$ cat src/rtl/crg_clk_seq.sv
// crg_clk_seq: clock-enable / clk1-select sequencer ahead of the CRG.
// Waits for stable MMCM lock, ramps gates on one by one, gates clk1 around mux switches.
module crg_clk_seq #(
  parameter int NUM_CLK   = 4,
  parameter int LOCK_WAIT = 1024,
  parameter int STAGGER   = 16,
  parameter int SW_GAP    = 8,
  parameter int CNT_W     = 16
) (
  input  logic               clk_src,
  input  logic               rst_n_sys,
  input  logic               mmcm_locked,
  input  logic [NUM_CLK-1:0] en_req,
  input  logic               sel_req,
  input  logic               lock_lost_clr,
  output logic [NUM_CLK-1:0] clk_en,
  output logic               clk1_sel,
  output logic               ready,
  output logic               switch_busy,
  output logic               lock_lost
);

  localparam int IDX_W = (NUM_CLK > 1) ? $clog2(NUM_CLK) : 1;

  localparam logic [CNT_W-1:0] LW_END = CNT_W'(LOCK_WAIT - 1);
  localparam logic [CNT_W-1:0] ST_END = CNT_W'(STAGGER - 1);
  localparam logic [CNT_W-1:0] SG_END = CNT_W'(SW_GAP - 1);
  localparam logic [IDX_W-1:0] IDX_LAST = IDX_W'(NUM_CLK - 1);

  typedef enum logic [2:0] {
    WAIT_LOCK,
    STABLE,
    RAMP,
    RUN,
    SW_PRE,
    SW_POST
  } state_t;

  state_t             state_q, state_d;
  logic [CNT_W-1:0]   cnt_q, cnt_d;
  logic [IDX_W-1:0]   idx_q, idx_d;
  logic [NUM_CLK-1:0] en_q, en_d;
  logic               sel_q, sel_d;
  logic               ready_q, ready_d;
  logic               busy_q, busy_d;
  logic               lost_q, lost_d;
  logic               meta_q, locked_q;
  logic               clocks_live;

  // Two-flop synchroniser for the asynchronous lock input.
  always_ff @(posedge clk_src) begin
    if (!rst_n_sys) begin
      meta_q   <= 1'b0;
      locked_q <= 1'b0;
    end else begin
      meta_q   <= mmcm_locked;
      locked_q <= meta_q;
    end
  end

  // Sequencer state and registered outputs.
  always_ff @(posedge clk_src) begin
    if (!rst_n_sys) begin
      state_q <= WAIT_LOCK;
      cnt_q   <= '0;
      idx_q   <= '0;
      en_q    <= '0;
      sel_q   <= 1'b0;
      ready_q <= 1'b0;
      busy_q  <= 1'b0;
      lost_q  <= 1'b0;
    end else begin
      state_q <= state_d;
      cnt_q   <= cnt_d;
      idx_q   <= idx_d;
      en_q    <= en_d;
      sel_q   <= sel_d;
      ready_q <= ready_d;
      busy_q  <= busy_d;
      lost_q  <= lost_d;
    end
  end

  assign clocks_live = (state_q == RAMP) || (state_q == RUN) ||
                       (state_q == SW_PRE) || (state_q == SW_POST);

  // Next-state logic; lock loss overrides every other transition.
  always_comb begin
    state_d = state_q;
    cnt_d   = cnt_q;
    idx_d   = idx_q;
    en_d    = en_q;
    sel_d   = sel_q;
    ready_d = ready_q;
    busy_d  = busy_q;
    lost_d  = lost_q & ~lock_lost_clr;

    unique case (state_q)
      WAIT_LOCK: begin
        en_d = '0;
        if (locked_q) begin
          cnt_d   = '0;
          state_d = STABLE;
        end
      end
      STABLE: begin
        cnt_d = cnt_q + CNT_W'(1);
        if (!locked_q) begin
          cnt_d   = '0;
          state_d = WAIT_LOCK;
        end else if (cnt_q == LW_END) begin
          sel_d   = sel_req;
          idx_d   = '0;
          cnt_d   = '0;
          state_d = RAMP;
        end
      end
      RAMP: begin
        cnt_d = cnt_q + CNT_W'(1);
        for (int i = 0; i < NUM_CLK; i++) begin
          if (IDX_W'(i) < idx_q) en_d[i] = en_req[i];
        end
        if (cnt_q == ST_END) begin
          en_d[idx_q] = en_req[idx_q];
          cnt_d       = '0;
          idx_d       = idx_q + IDX_W'(1);
          if (idx_q == IDX_LAST) begin
            idx_d   = '0;
            ready_d = 1'b1;
            state_d = RUN;
          end
        end
      end
      RUN: begin
        en_d = en_req;
        if (sel_req != sel_q) begin
          en_d[1] = 1'b0;
          cnt_d   = '0;
          ready_d = 1'b0;
          busy_d  = 1'b1;
          state_d = SW_PRE;
        end
      end
      SW_PRE: begin
        cnt_d   = cnt_q + CNT_W'(1);
        en_d    = en_req;
        en_d[1] = 1'b0;
        if (cnt_q == SG_END) begin
          sel_d   = sel_req;
          cnt_d   = '0;
          state_d = SW_POST;
        end
      end
      SW_POST: begin
        cnt_d   = cnt_q + CNT_W'(1);
        en_d    = en_req;
        en_d[1] = 1'b0;
        if (cnt_q == SG_END) begin
          en_d[1] = en_req[1];
          cnt_d   = '0;
          busy_d  = 1'b0;
          ready_d = 1'b1;
          state_d = RUN;
        end
      end
      default: begin
        en_d    = '0;
        cnt_d   = '0;
        state_d = WAIT_LOCK;
      end
    endcase

    if (clocks_live && !locked_q) begin
      en_d    = '0;
      cnt_d   = '0;
      idx_d   = '0;
      ready_d = 1'b0;
      busy_d  = 1'b0;
      lost_d  = 1'b1;
      state_d = WAIT_LOCK;
    end
  end

  assign clk_en      = en_q;
  assign clk1_sel    = sel_q;
  assign ready       = ready_q;
  assign switch_busy = busy_q;
  assign lock_lost   = lost_q;

endmodule

$ cat config.mk
export PLATFORM = sky130hd
export DESIGN_NAME = crg_clk_seq
export DESIGN_NICKNAME = d
export VERILOG_FILES = /design/src/rtl/crg_clk_seq.sv
export SDC_FILE = /design/constraint.sdc
export NUM_CORES = 1
export LEC_CHECK = 0
export CORE_MARGIN = 1.5
export CORE_UTILIZATION = 25
export DETAILED_ROUTE_END_ITERATION = 12
export GPL_TIMING_DRIVEN = 0
export SETUP_SLACK_MARGIN = 0.2
export SLEW_MARGIN = 5
export SYNTH_ARGS = -nofsm -noshare
export SYNTH_HDL_FRONTEND = slang
export SYNTH_SLANG_ARGS = --single-unit
$ cat constraint.sdc
create_clock -name clk_src -period 3.3 [get_ports clk_src]
set_input_delay 0.495 -clock clk_src [delete_from_list [all_inputs] [get_ports clk_src]]
set_output_delay 0.495 -clock clk_src [all_outputs]
set_load 0.02 [all_outputs]
# Word-level counts from Yosys, hierarchy flattened
# Index checks and enable logic that the tools add are counted.
op_classes:
  n_addsub: 2
  n_mul: 0
  div_mod_pow: 0
  order_cmp: 6
  n_eq_ne: 19
  shift: 0
  n_mux: 51
  bitwise: 3
  n_reduce_logical: 19
op_table:
  columns: ["cell", "n"]
  rows:
  - ["16-bit 2-to-1 mux", 6]
  - ["16-bit one-hot mux with 5 select lines", 1]
  - ["3-bit 2-to-1 mux", 8]
  - ["1-bit 2-to-1 mux", 22]
  - ["4-bit one-hot mux with 5 select lines", 1]
  - ["3-bit one-hot mux with 6 select lines", 1]
  - ["16-bit by 1-bit adder with 16-bit output (second input constant)", 1]
  - ["16-bit by 10-bit equality test with 1-bit output (second input constant)", 1]
  - ["16-bit by 3-bit equality test with 1-bit output (second input constant)", 1]
  - ["16-bit by 4-bit equality test with 1-bit output (second input constant)", 1]
  - ["2-bit by 1-bit inequality test with 1-bit output (second input constant)", 5]
  - ["2-bit 2-to-1 mux", 4]
  - ["4-bit AND reduction", 2]
  - ["7-bit AND reduction", 1]
  - ["3-bit by 2-bit equality test with 1-bit output (second input constant)", 2]
  - ["3-bit equality test (second input constant)", 2]
  - ["2-bit inequality test (second input constant)", 3]
  - ["2-bit nonzero test", 3]
  - ["5-bit AND reduction", 1]
  - ["4-bit bitwise mux", 1]
  - ["1-bit by 2-bit < comparator with 1-bit output (first input constant)", 2]
  - ["2-bit < comparator (first input constant)", 2]
  - ["4-bit 2-to-1 mux", 1]
  - ["1-bit one-hot mux with 2 select lines", 2]
  - ["other kinds (21)", 26]
totals:
  ff_bits: 31
  latchBits: 0
  mem_bits_rw: 0
  mem_bits_ro: 0
  input_bits: 9
  out_inout_bits: 8
  elab_cells: 110
  n_memories: 0

# Depth between registers and ports, before layout
logic_depth:
  depth_word: 7
  ltp_mapped: 7
  ltp_nobuf: 6

# Least setup slack after synthesis
# OpenSTA, ideal clock, no wires.
synth_timing:
  kind: "reg-to-reg"
  start: "reg cnt_q[0]"
  end: "reg state_q[0]"
  setup_ns: 0.070
  arrival_time_ns: 1.806
  t_required_ns: 3.230
  slack_ns: 1.424
  stages_incl_launch_ff: 8
  n_path_buf: 1
  period_less_slack_ns: 1.876
  cell_sequence: "dfxtp_1 -> ha_1 -> and4bb_2 -> nand4_2 -> a32o_2 -> buf_6 -> a2111o_1 -> a21oi_1"
synth_between:
  elab_chain_len: 3
  elab_cells_between_ends: 8
  cone_classes: "7 x eq/ne; 1 x reduce/logical"
synth_rtl:
  columns: ["item", "line_no", "text"]
  rows:
  - ["from (decl)", "40", "logic [CNT_W-1:0] cnt_q, cnt_d;"]
  - ["from (signal assigned)", "74", "cnt_q <= cnt_d;"]
  - ["16-bit by 10-bit equality test with 1-bit output, or another cell as far along", "111", "end else if (cnt_q == LW_END) begin"]
  - ["3-bit inequality test (no source line) / 2-bit by 1-bit inequality test with 1-bit output (equally long branches)", null, null]
  - ["7-bit AND reduction (no source line) *", null, null]
  - ["to (signal assigned)", "73", "state_q <= state_d;"]
  - ["to (decl)", "39", "state_t state_q, state_d;"]
# Mark *: on every way between the ends. The rest lies on a longest branch, timed or not.
# A chain may end at the register's enable or synchronous reset.

# Worst setup path in the final report
layout_timing:
  start: "reg cnt_q[0]"
  end: "reg cnt_q[12]"
layout_between:
  elab_chain_len: 4
  elab_cells_between_ends: 9
  cone_classes: "1 x add/sub; 3 x eq/ne; 5 x mux"
layout_rtl:
  columns: ["item", "line_no", "text"]
  rows:
  - ["16-bit by 1-bit adder with 16-bit output / 16-bit by 10-bit equality test with 1-bit output (equally long branches)", null, null]
  - ["16-bit 2-to-1 mux", "111", null]
  - ["16-bit 2-to-1 mux", "108", "if (!locked_q) begin"]
  - ["16-bit one-hot mux with 5 select lines *", "98", "unique case (state_q)"]
# Marks and branches as above.

==> Implementation_results.wiki <==
{| class="wikitable"
! Metric !! Value
|-
| Max-slew violation total from the final report || 0
|-
| Largest buffer count on any clock path || 2
|-
| Sinks on Clock Net || 31
|-
| Startpoint kind of the worst setup timing path || flop
|-
| F_max || 430 MHz
|-
| Cell with the largest stage delay on the worst path || sky130_fd_sc_hd__nor3_1
|-
| Boundary pin count || 17
|-
| Unrepaired setup endpoints after global routing || false
|-
| Most frequent cell after synthesis || sky130_fd_sc_hd__dfxtp_1
|-
| Total overflow reported by the global router || 0
|-
| Number of synthesized flops with an enable pin || 0
|-
| Final worst clock skew || 0.00177 ns
|-
| Final weighted congestion in routability-driven placement || 0.875
|-
| Antenna diode instance count || 0
|-
| Remaining routing DRC violations || 0
|-
| Number of library cell types mapped by synthesis || 46
|-
| Final setup viols || 0
|-
| Overall fraction of global-route tracks in use || 0.119
|-
| Sequential-to-total area share from yosys stat || 0.344
|-
| Worst relative slew slack || 0.380
|-
| ANT nets after route || 0
|-
| RR Endpoint || cnt_q[12]$_SDFFE_PP0P_
|-
| Clock latency on the worst-skew pair || approximately 0.28 ns
|-
| CTS H-Tree Depth || 2
|-
| Area of the multi-input gates || 1120 um2
|-
| DR WL/cell || 12.6 um
|-
| Worst Setup Slack post-DPL || ~0.71 ns
|-
| Clock buffers created by TritonCTS || 5
|-
| DIE HEIGHT || 87.9 um
|-
| TritonCTS clock tree || built
|-
| Area added between synthesis and finish || 20.4%
|-
| Effective utilization at floorplan || 0.262
|-
| Total leakage power || 0.763 nW
|-
| Final Non-Filler Cells || 327
|-
| Register-to-Register Setup Slack || 0.97 ns
|-
| Cell area after synthesis || 1800 um2
|-
| Number of max-cap violations || 0
|-
| Most frequent cells after synthesis || 31 x sky130_fd_sc_hd__dfxtp_1, 18 x sky130_fd_sc_hd__nor2_1, 15 x sky130_fd_sc_hd__a21oi_1, 12 x sky130_fd_sc_hd__nand3_1, 10 x sky130_fd_sc_hd__nand2_1
|-
| Total setup buffers inserted after CTS || 0
|-
| Area contributors post-synth || sky130_fd_sc_hd__dfxtp_1 34%, sky130_fd_sc_hd__xor2_1 4.4%, sky130_fd_sc_hd__a21oi_1 4.2%, sky130_fd_sc_hd__ha_1 4.2%, sky130_fd_sc_hd__nor2_1 3.8%
|-
| Crit path time final || around 2.3 ns
|-
| Final Hold Viols || 0
|-
| Number of nets at the end of the flow || 246
|-
| Number of flip-flops and latches in the synthesized netlist || 31
|-
| Power density over the cells || 351 nW/um2
|-
| Wire length of the first global-routing pass || about 7 mm
|-
| Critical setup path kind || flop to flop
|-
| Setup WS post-layout || 0.972 ns
|-
| Floorplan row count || 30
|-
| Data arrival time at the worst-slack endpoint || 2.55 ns
|-
| FF-to-FF Start || cnt_q[0]$_SDFFE_PP0P_
|-
| Peak ir drop on the vdd network || 0.000128 V
|-
| Register area || around 620 um2
|-
| Cell-by-cell listing of the critical path || ha_1 -> and3_1 -> and4_1 -> nor3_1 -> o31ai_1 -> buf_2 -> nor2_1
|-
| Number of antenna violations at the first check in global routing || 0
|-
| Worst Reg-to-Reg Cells || 7
|-
| YS warnings || 0
|-
| Cell chosen for the clock root || sky130_fd_sc_hd__clkbuf_8
|-
| Clock transition at the register clock pins on the worst setup and hold paths after CTS || 0.06 ns
|-
| Result of the run || finished, final reports clean
|-
| Syn avg cell area || 8.66 um2
|-
| Cells resized by post-CTS repair || 0
|-
| Post-detailed-placement half-perimeter wirelength || 2.97 mm
|-
| Number of cells produced by synthesis || 208
|-
| Library cell with the largest summed area after synthesis || sky130_fd_sc_hd__dfxtp_1
|-
| Number of DRC markers in iteration 0 || 73
|-
| Post-synthesis net count || 223
|-
| Routed vias || 1590
|-
| IO Port Bufs || 16
|-
| Delay of the slowest cell on the worst path || 0.71 ns
|-
| Endpoint kind of the worst setup timing path || flop
|-
| DIE AREA || 7730 um2
|-
| Number of cells in the design after placement || 320
|-
| Detailed Routing Iterations Pass 1 || 4
|-
| Overall die width || 87.9 um
|-
| Post-synth top flop || sky130_fd_sc_hd__dfxtp_1
|-
| Pin count of the biggest net entering global routing || 11
|-
| Via count of the first global-routing pass || approximately 1500
|-
| Hold Path Cell Cnt || 1
|-
| Transition at the pin with the smallest max-transition slack || 0.923 ns
|-
| Period utilization || 0.705
|-
| Fillcell total || around 700
|-
| Start point of the worst min-delay path || meta_q$_SDFF_PN0_
|-
| Hold endpoint || locked_q$_SDFF_PN0_
|-
| Final Hold Slack || 0.438 ns
|-
| Fraction of registers with async set or reset after synthesis || 0
|-
| Required time worst endpoint || 3.52 ns
|-
| Total Negative Setup Slacks || 0 ns
|-
| Final WL || 4.11 mm
|-
| Final Util || 0.316
|-
| Fraction of final layout cells sized beyond drive strength 1 || 0.0996
|-
| Via/cell ratio || 4.86
|-
| Type of the tightest min-delay check || flop to flop
|-
| Worst Path Max Fanout || 10
|-
| Core footprint || 6870 um2
|-
| Top-area cell type share of the netlist area || 0.344
|-
| Cts hold-fix bufs || 0
|}
layout make-up:
class                   instances  share of cell area
well taps                      96              0.0554
repair buffers                 16              0.0738
plain buffers                   8              0.0190
flip-flops and latches         31               0.286
inverters                       5             0.00865
clock buffers                   6              0.0381
multi-input cells             164               0.517
clock inverters                 1             0.00231
sequential cells by signal, summed over array words and instances (netlist names):
| name | flops |
|---|---|
| meta_q | 1 |
| switch_busy | 1 |
| idx_q | 2 |
| ready | 1 |
| clk1_sel | 1 |
| clk_en | 4 |
| state_q | 3 |
| locked_q | 1 |
| lock_lost | 1 |
| cnt_q | 16 |
how the worst max path moves through the flow:
| stage | startpoint | end | slack [ns] | depth (start not counted) |
|---|---|---|---|---|
| 6_report | cnt_q[0]$_SDFFE_PP0P_ | cnt_q[12]$_SDFFE_PP0P_ | 0.97 | 7 |
| 5_1_grt | cnt_q[0]$_SDFFE_PP0P_ | cnt_q[3]$_SDFFE_PP0P_ | 0.77 | 7 |
| 4_1_cts | cnt_q[0]$_SDFFE_PP0P_ | cnt_q[12]$_SDFFE_PP0P_ | 0.96 | 7 |
| 3_5_place_dp | sel_req | cnt_q[12]$_SDFFE_PP0P_ | 0.71 | 7 |
| 3_3_place_gp | sel_req | cnt_q[3]$_SDFFE_PP0P_ | 0.71 | 7 |
| 2_1_floorplan | cnt_q[0]$_SDFFE_PP0P_ | state_q[0]$_SDFFE_PP0P_ | 1.42 | 7 |
report_power, final:
part / internal (mW) / switching (mW) / leakage [nW]
Sequential: 0.379 / 0.00365 / 0.250
Clock: 0.163 / 0.139 / 0.0470
Combinational: 0.0282 / 0.0489 / 0.465
cell families after synthesis:
logic type | after synthesis | synth area share
AND/OR/NAND/NOR | 91 | 0.297
adder cells (fa/ha/maj) | 6 | 0.0417
flip-flops | 31 | 0.344
multiplexers | 8 | 0.0535
XOR/XNOR | 12 | 0.0583
AO/OA/AOI/OAI | 47 | 0.172
buffers and inverters | 13 | 0.0333
critical path: cells and delay by family, from the launching register on:
kind,cells,cell delay (ns)
AOI/OAI and AO/OA,1,0.18
adders and majority gates,1,0.27
buffers and inverters,1,0.23
DFF,1,0.34
and+or+nand+nor,4,1.23
layout by cell type (no fill, tap or decap), types with 4 or more instances in the layout:
master	netlist	routed
sky130_fd_sc_hd__dfxtp_1	31	31
sky130_fd_sc_hd__nor2_1	18	18
sky130_fd_sc_hd__clkdlybuf4s50_1	0	16
sky130_fd_sc_hd__a21oi_1	15	15
sky130_fd_sc_hd__nand3_1	12	12
sky130_fd_sc_hd__nand2_1	10	10
sky130_fd_sc_hd__xor2_1	9	9
sky130_fd_sc_hd__nor2b_1	8	8
sky130_fd_sc_hd__and3_1	8	8
sky130_fd_sc_hd__o21ai_0	7	7
sky130_fd_sc_hd__nand4_1	6	6
sky130_fd_sc_hd__and2_1	6	6
sky130_fd_sc_hd__ha_1	6	6
sky130_fd_sc_hd__clkbuf_8	0	6
sky130_fd_sc_hd__inv_1	5	5
sky130_fd_sc_hd__nor3_1	5	5
sky130_fd_sc_hd__and4_1	4	4
sky130_fd_sc_hd__mux2i_1	4	4
layer usage:
layer | vias to the layer above | GRT usage | wire (um)
li1 | 811 | - | -
met1 | 748 | 0.155 | 2020
met2 | 26 | 0.187 | 1870
met3 | 5 | 0.0311 | 144
met4 | 0 | 0.0476 | 72
met5 | - | 0 | 0
per-stage QoR:
| step | power (mW) | area (um2) |
|---|---|---|
| finish | 0.761 | 2170 |
| CTS | 0.772 | 2170 |
| detailed placement | 0.467 | 2080 |
| global placement | 0.467 | 2080 |
| floorplan | 0.438 | 1800 |
| global route | 0.796 | 2170 |
Power figures use the tool's default switching activity.
